--- src/rtl/seq_divider_pkg.sv ---
// Shared types and default widths for the sequential signed divider.
package seq_divider_pkg;

  localparam int unsigned DEFAULT_DIVIDEND_W = 16;
  localparam int unsigned DEFAULT_DIVISOR_W  = 8;

  typedef enum logic [1:0] {
    IDLE  = 2'd0,
    CALC  = 2'd1,
    FIXUP = 2'd2,
    DONE  = 2'd3
  } state_t;

endpackage

--- src/rtl/seq_divider.sv ---
// Sequential signed divider: one restoring radix-2 step per cycle on operand
// magnitudes, followed by a single sign fix-up cycle. Quotient truncates toward
// zero and the remainder carries the dividend's sign.
module seq_divider
  import seq_divider_pkg::*;
#(
  parameter int unsigned DIVIDEND_W = DEFAULT_DIVIDEND_W,
  parameter int unsigned DIVISOR_W  = DEFAULT_DIVISOR_W
) (
  input  logic                         clk,
  input  logic                         reset,
  input  logic                         start,
  input  logic signed [DIVIDEND_W-1:0] dividend,
  input  logic signed [DIVISOR_W-1:0]  divisor,
  output logic                         busy,
  output logic                         done,
  output logic signed [DIVIDEND_W-1:0] quotient,
  output logic signed [DIVISOR_W-1:0]  remainder,
  output logic                         div_by_zero,
  output logic                         overflow
);

  localparam int unsigned MAG_W = DIVIDEND_W + 1;
  localparam int unsigned REM_W = DIVISOR_W + 1;
  localparam int unsigned TRY_W = DIVISOR_W + 2;
  localparam int unsigned CNT_W = $clog2(DIVIDEND_W + 1);

  state_t           state;
  logic [CNT_W-1:0] count;
  // Dividend magnitude bits shift out of the top while quotient bits shift in.
  logic [MAG_W-1:0] q_mag;
  logic [REM_W-1:0] part_rem;
  logic [REM_W-1:0] dvs_mag;
  logic             dvd_neg;
  logic             dvs_neg;

  logic [MAG_W-1:0] dvd_ext;
  logic [MAG_W-1:0] dvd_abs;
  logic [REM_W-1:0] dvs_ext;
  logic [REM_W-1:0] dvs_abs;

  logic [TRY_W-1:0] shifted;
  logic [TRY_W-1:0] trial;
  logic             q_bit;
  logic [REM_W-1:0] next_rem;

  logic [MAG_W-1:0]     q_signed;
  logic [DIVISOR_W-1:0] r_signed;
  logic                 q_out_of_range;

  // Operand magnitudes, widened by one bit so the most-negative value is exact.
  always_comb begin
    dvd_ext = {dividend[DIVIDEND_W-1], dividend};
    dvd_abs = dividend[DIVIDEND_W-1] ? MAG_W'(-dvd_ext) : dvd_ext;
    dvs_ext = {divisor[DIVISOR_W-1], divisor};
    dvs_abs = divisor[DIVISOR_W-1] ? REM_W'(-dvs_ext) : dvs_ext;
  end

  // One restoring step: shift in the next dividend bit and trial-subtract.
  always_comb begin
    shifted  = {part_rem, q_mag[DIVIDEND_W-1]};
    trial    = shifted - {1'b0, dvs_mag};
    q_bit    = ~trial[TRY_W-1];
    next_rem = q_bit ? trial[REM_W-1:0] : shifted[REM_W-1:0];
  end

  // Sign fix-up; a positive quotient magnitude that does not fit is the overflow case.
  always_comb begin
    q_signed       = (dvd_neg ^ dvs_neg) ? MAG_W'(-q_mag) : q_mag;
    r_signed       = dvd_neg ? DIVISOR_W'(-part_rem[DIVISOR_W-1:0])
                             : part_rem[DIVISOR_W-1:0];
    q_out_of_range = q_signed[MAG_W-1] ^ q_signed[DIVIDEND_W-1];
  end

  // Control FSM with datapath registers and registered outputs.
  always_ff @(posedge clk or posedge reset) begin
    if (reset) begin
      state       <= IDLE;
      count       <= '0;
      q_mag       <= '0;
      part_rem    <= '0;
      dvs_mag     <= '0;
      dvd_neg     <= 1'b0;
      dvs_neg     <= 1'b0;
      busy        <= 1'b0;
      done        <= 1'b0;
      quotient    <= '0;
      remainder   <= '0;
      div_by_zero <= 1'b0;
      overflow    <= 1'b0;
    end else begin
      done <= 1'b0;
      case (state)
        IDLE: begin
          if (start) begin
            dvd_neg  <= dividend[DIVIDEND_W-1];
            dvs_neg  <= divisor[DIVISOR_W-1];
            q_mag    <= dvd_abs;
            dvs_mag  <= dvs_abs;
            part_rem <= '0;
            count    <= CNT_W'(DIVIDEND_W);
            overflow <= 1'b0;
            if (divisor == '0) begin
              div_by_zero <= 1'b1;
              quotient    <= '0;
              remainder   <= '0;
              done        <= 1'b1;
              state       <= DONE;
            end else begin
              div_by_zero <= 1'b0;
              busy        <= 1'b1;
              state       <= CALC;
            end
          end
        end
        CALC: begin
          part_rem <= next_rem;
          q_mag    <= {1'b0, q_mag[DIVIDEND_W-2:0], q_bit};
          count    <= count - CNT_W'(1);
          if (count == CNT_W'(1)) begin
            state <= FIXUP;
          end
        end
        FIXUP: begin
          quotient  <= q_signed[DIVIDEND_W-1:0];
          remainder <= r_signed;
          overflow  <= q_out_of_range;
          busy      <= 1'b0;
          done      <= 1'b1;
          state     <= DONE;
        end
        DONE: begin
          state <= IDLE;
        end
        default: begin
          state <= IDLE;
        end
      endcase
    end
  end

endmodule

--- config.mk ---
export PLATFORM = sky130hd
export DESIGN_NAME = seq_divider
export DESIGN_NICKNAME = d
export VERILOG_FILES = /design/src/rtl/seq_divider_pkg.sv /design/src/rtl/seq_divider.sv
export SDC_FILE = /design/constraint.sdc
export NUM_CORES = 1
export LEC_CHECK = 0
export BUFFER_PORTS_ARGS = -buffer_cell sky130_fd_sc_hd__buf_2
export CORE_ASPECT_RATIO = 2
export CORE_MARGIN = 4
export CORE_UTILIZATION = 58
export CTS_CLUSTER_DIAMETER = 60
export CTS_CLUSTER_SIZE = 30
export DETAILED_ROUTE_END_ITERATION = 6
export PLACE_DENSITY = 0.8
export REMOVE_ABC_BUFFERS = 1
export SYNTH_ARGS = -nofsm -noshare
export SYNTH_HDL_FRONTEND = slang
export SYNTH_SLANG_ARGS = --single-unit
--- constraint.sdc ---
create_clock -name clk -period 3 [get_ports clk]
set_input_delay 0.9 -clock clk [delete_from_list [all_inputs] [get_ports clk]]
set_output_delay 0.9 -clock clk [all_outputs]
set_load 0.01 [all_outputs]
==> impl_metrics.ini, run 1 <==
[grt]
use_met2_pct = 49.2
grt_pass1_wl_um = 17500
groute.layer.met3.usage_pct = 4.39
busiest_layer = met2
grt_antenna_before_repair = 0
track_usage_pct = 24.5
grtUsageMet1_pct = 23.0
grt_pass1_vias = 3795
grt_max_degree = 73
grt_overflow = 0

[yosys]
syn_inst = 489
synth_top_family_by_area = compound AO/OA/AOI/OAI gates
synth_top_cell_area_share_pct = 41.6
yosysTopAreaCell = dfrtp_1
async_flop_share_pct = 100
synth-compound-area-share_pct = 19.0
synth_seq_cells = 72
yosysWarningCount = 0
synth_flop_cell = dfrtp_1
ys_types = 51
synth_xor_xnor_area_share_pct = 10.1
yosys.area_share.simple_pct = 16.2
synthMuxAreaShare_pct = 2.83
synth_edf_count = 0
syn-cell-area_sq_um = 4330
synth.most_common_cell = nand2_1
yosys-top-cells-area = dfrtp_1 42%, o21ai_0 7.9%, nand2_1 6.6%, xor2_1 5.7%, ha_1 5.2%
synth_fa_ha_area_share_pct = 5.67
ys_seq_area_share_pct = 41.6
synthTopCellsByCount = 76 x nand2_1, 72 x dfrtp_1, 68 x o21ai_0
syn_avg_cell_area_sq_um = 8.85

[hold_path]
holdPathStages = 2
min-delay-start = quotient[0]
holdPathEnd = quotient[0]
hold_class = reg2reg

[sta]
fin_crit_sh_pct = 90.0
finalHoldViolations = 0
period_minus_slack_ns = 2.70
max_freq_mhz = 371
fin_setup_tns_ns = 0
clock_skew_ns = 0.00613
rsz0062_at_grt = false
finalSetupViolations = 0
holdWs_ns = 0.470
drv_slew = 0
worst_slew_pin_slew_ns = 0.616
slew_headroom_pct = 58.4

[floorplanning]
start_util_pct = 59.6
fp.coreArea_sq_um = 7270
die_area_sq_um = 8990
chipWidth_um = 69.1
die_y_um = 130
io_pins = 55
num_rows = 44

[clock_tree]
cts_resized = 0
cts_setup_buffers = 0
clkLatencyLatePin_ns = 0.33
cts_buffers = 9
clk_pin_slew_worst_paths_ns = 0.05
cts.hold.buffers_added = 0
numClockSinks = 72
cts_root_buffer = clkbuf_16
cts_buffer_depth = 2
cts_tree = built
cts.htree.levels = 3

[place]
placed_area_sq_um = 4760
place_hpwl_um = 7950
portBuffers = 54
place_inst = 626
place.gp.congestion = 0.900

[setup_path]
slowest_delay_ns = 0.58
crit_required_ns = 3.18
startpoint = dividend[0]
regToRegEndpoint = part_rem[8]
rr_startpoint = q_mag[15]
crit_fanout = 4
cp_num_buf_inv = 2
crit_arrival_ns = 2.88
endpoint_kind = flop
crit_type = in2reg
path_delay_family = simple AND/OR/NAND/NOR gates
start_kind = input pin
path_cells = buf_2 -> inv_1 -> ha_1 -> or3b_2 -> or4_1 -> o21ai_0 -> xor2_1 -> a22oi_1
crit_path_top_delay_cell = or4_1
regToRegSetupSlack_ns = 0.39
reg2reg_depth = 10

[route]
wirelength_um = 10200
firstDrtPassIters = 4
wl_per_cell_um = 15.9
num_vias = 3677
vias_per_cell = 5.73
drtIter0Drc = 209
ant_nets = 0
drc = 0

[cells_and_area]
fin_cells = 642
multi_input_area_sq_um = 2330
drive_above_1_share_pct = 17.8
ff_latch_area_sq_um = 1800
area_delta_synth_final_pct = 16.6
stdcell_area_sq_um = 5050
diodes = 0
layout.nets = 591
fillers = 603

[pwr]
total_power_w = 0.00609
power.leakage_nw = 2.37
vdd.ir_drop.worst_uv = 612
powerDensity_nw_per_um2 = 1210

[job]
cap_violations = 0

[outcome]
status = completed
## metal layers
layer	vias up	wire (um)	share of wire (%)
met5	-	0	0
met1	1761	3470	34
met4	0	335	3.3
li1	1800	-	-
met2	91	6000	59
met3	25	411	4.0
## worst reg2reg max path: stages, from the launching register on
cell and delay (ns):
dfrtp_1 0.44, inv_1 0.18, ha_1 0.19, inv_1 0.05
fa_1 0.40, a21o_1 0.19, a41oi_1 0.23, o21ai_0 0.19
o31ai_1 0.29, xnor2_1 0.10, a31o_2 0.24
## power breakdown
group	internal [W]	leakage (nW)	switching, W
Sequential	0.00141	0.903	0.000416
Combinational	0.00141	1.32	0.00184
Clock	0.000623	0.145	0.000383
## how the worst max path moves through the flow
stage / slack [ns] / cells after the start / endpoint
after floorplan: -0.40 / 5 / count[3]
after global placement: 0.04 / 8 / q_mag[12]
after detailed placement: -0.01 / 8 / q_mag[14]
after CTS: 0.33 / 8 / q_mag[14]
after global routing: 0.13 / 10 / part_rem[8]
final: 0.30 / 8 / q_mag[14]
## placed cells by master, fill, tap and decap left out, types with 2 or more instances in the layout
master and count:
clkinv_2 3, clkbuf_8 3, o41ai_1 4, nand3_1 4, nand2_1 76, a21oi_1 25, xnor2_1 22, or3_1 4
nor2b_1 4, nand2b_1 4, o22ai_1 6, or3b_2 2, and2_1 3, mux2i_1 10, nor4b_2 2, clkbuf_16 9
nor4_1 4, xor2_1 28, nor3_1 3, nor2_1 32, inv_1 30, ha_1 18, buf_2 54, dfrtp_1 72
a22o_1 2, buf_4 9, o21a_1 3, a31o_2 2, o31ai_1 9, or4_1 3, a41oi_1 2, a22oi_1 2
mux2_2 2, or4_4 2, a31oi_1 2, buf_12 3, o21ai_0 68
## final cells by class
class                   count  area share [%]
clock buffers              13            5.36
clock inverters             3           0.298
well taps                  92            2.28
repair buffers             66            7.88
inverters                  31            2.31
flip-flops and latches     72            35.7
multi-input cells         365            46.2
## kinds of logic (layout without fill, tap and decap cells)
family,after synthesis,count (layout)
simple gates,147,147
mux,12,12
flops,72,72
xor+xnor,50,50
compound gates,137,137
fa+ha+maj,19,19
buf+inv,52,113
## state kept, by name, summed over array words and instances (netlist names)
name	flops
overflow	1
quotient	16
q_mag	17
remainder	8
div_by_zero	1
part_rem	9
dvs_neg	1
count	5
busy	1
done	1
state	2
dvd_neg	1
dvs_mag	9
## metrics by stage
step	worst slack (ns)	util, %
global placement	0.0376	65.5
floorplan	-0.402	-
finish	0.301	69.4
detailed placement	-0.0134	65.5
CTS	0.328	69.4
global route	0.132	69.4
Note: power is estimated with default switching activity, not from simulation.
==> run 2, diff against run 1 <==
Settings changed: CELL_PAD_IN_SITES_DETAIL_PLACEMENT from default to 0, CELL_PAD_IN_SITES_GLOBAL_PLACEMENT from default to 2, CORE_UTILIZATION 58 to 36, PLACE_DENSITY 0.8 to default, PLACE_DENSITY_LB_ADDON from default to 0.1, REMOVE_ABC_BUFFERS 1 to default, SLEW_MARGIN from default to 10.
==> impl_metrics.ini, run 2 (same netlist as run 1, synthesis figures left out) <==
[yosys]
synth_nets = 535

[clock_tree]
cts_buffers = 9
cts_tree = built
clk_pin_slew_worst_paths_ns = 0.06
cts_resized = 0
clkLatencyLatePin_ns = 0.34
numClockSinks = 72
cts_setup_buffers = 0
cts_buffer_depth = 2
cts.hold.buffers_added = 0
cts.htree.levels = 3
cts_root_buffer = clkbuf_16

[pwr]
power.leakage_nw = 2.36
vdd.ir_drop.worst_uv = 460
powerDensity_nw_per_um2 = 1200

[sta]
rsz0062_at_grt = false
finalHoldViolations = 0
max_freq_mhz = 376
setup_ws_ns = 0.341
finalSetupViolations = 0
clock_skew_ns = 0.00865
drv_slew = 0
slew_headroom_pct = 21.8
fin_crit_sh_pct = 88.6
period_minus_slack_ns = 2.66
worst_slew_pin_slew_ns = 1.17

[cells_and_area]
fin_cells = 694
area_delta_synth_final_pct = 18.0
drive_above_1_share_pct = 18.0
final_common_cell = nand2_1
top_regs = q_mag x17, quotient x16
diodes = 0
most-common-layout-cells = 76 x nand2_1, 72 x dfrtp_1, 68 x o21ai_0
largest-register = q_mag
largest_reg_flops = 17
layout.nets = 591

[place]
place.gp.congestion = 0.758
place_inst = 679
portBuffers = 54
pre_cts_ws_ns = -0.00962
place_hpwl_um = 8840

[job]
cap_violations = 0

[route]
ant_nets = 0
route.met2.wl_um = 6850
top_layer_used = met4
drt-met1-wl_um = 4100
wl_met3_um = 267
vias_per_cell = 5.12
num_vias = 3551
drtIter0Drc = 120
drc = 0
wirelength_um = 11500
wl_per_cell_um = 16.5
firstDrtPassIters = 4

[setup_path]
start_kind = input pin
crit_path_top_delay_cell = or4_1
path_cells = buf_2 -> inv_1 -> ha_1 -> or3b_2 -> or4_1 -> o31ai_1 -> xor2_1 -> a21oi_1
crit_type = in2reg
crit_fanout = 4
slowest_delay_ns = 0.55
crit_arrival_ns = 2.86
endpoint_kind = flop
crit_required_ns = 3.20

[grt]
grt_pass1_vias = 3781
grt_overflow = 0
grt_max_degree = 73
grt_antenna_before_repair = 0
track_usage_pct = 17.7
grt_pass1_wl_um = 19000

[floorplanning]
die_area_sq_um = 13900
io_pins = 55
num_rows = 56
fp.coreArea_sq_um = 11800
chipWidth_um = 85.5
start_util_pct = 36.8
die_y_um = 163

[hold_path]
hold_class = reg2reg

[outcome]
status = completed
-- run 2: cell types whose count changed in the layout (fill, tap and decap cells not counted) --
cell / previous run / this run
buf_12: 3 / 2
clkbuf_1: 1 / 0
a21boi_1: 1 / 0
a21boi_2: 1 / 2
clkinvlp_4: 0 / 1
buf_4: 9 / 10
clkinv_4: 0 / 1
clkbuf_8: 3 / 0
bufinv_16: 0 / 1
-- run 2: layout make-up --
class | count | area, sq um
Inverter | 31 | 116
Timing Repair Buffer | 66 | 385
Tap cell | 145 | 181
Clock inverter | 6 | 61.3
Sequential cell | 72 | 1800
Multi-Input combinational cell | 365 | 2330
Clock buffer | 9 | 225
Fill cell | 1212 | 6670
-- run 2: worst max-delay path, delay by kind of cell --
kind                       cells  cell delay (ns)
xor gates and xnor gates       1             0.21
AOI/OAI and AO/OA              2             0.37
buffers and inverters          2             0.19
adders and majority gates      1             0.16
and+or+nand+nor                2             1.05
-- run 2: metal layers --
layer	global-route usage, %	vias to the layer above
met5	0	-
met4	6.48	0
met3	2.88	17
met2	36.2	41
met1	16.8	1692
li1	-	1801
-- run 2: where the power goes --
| group | total, W | switching [W] | leakage [nW] | internal [W] |
|---|---|---|---|---|
| registers | 0.00186 | 0.000454 | 0.903 | 0.00141 |
| logic | 0.00322 | 0.00186 | 1.32 | 0.00136 |
| clock network | 0.00105 | 0.000415 | 0.141 | 0.000635 |
| total | 0.00613 | 0.00273 | 2.36 | 0.00341 |
-- run 2: worst paths after layout --
check / slack, ns / startpoint / end / depth (start not counted)
worst max-delay path: 0.34 / dividend[0] / q_mag[12] / 8
worst min-delay path: 0.47 / quotient[6] / quotient[6] / 2
worst max register to register: 0.44 / q_mag[15] / part_rem[8] / 10
worst min register to register: 0.47 / quotient[6] / quotient[6] / 2
max in group asynchronous: 2.04 / reset / dvs_mag[8] / 3
min in group asynchronous: 0.64 / reset / quotient[8] / 3
-- run 2: metrics by stage --
stage | total power [W] | setup TNS (ns) | util [%] | hold slack, ns | instance area (sq um)
2_1_floorplan | 0.00412 | 0 | - | 0.450 | 4330
3_3_place_gp | 0.00512 | -0.00100 | 40.9 | 0.457 | 4820
3_5_place_dp | 0.00518 | -0.00962 | 40.9 | 0.466 | 4820
4_1_cts | 0.00626 | 0 | 43.4 | 0.479 | 5100
5_1_grt | 0.00672 | 0 | 43.4 | 0.491 | 5100
6_report | 0.00613 | 0 | 43.4 | 0.474 | 5100
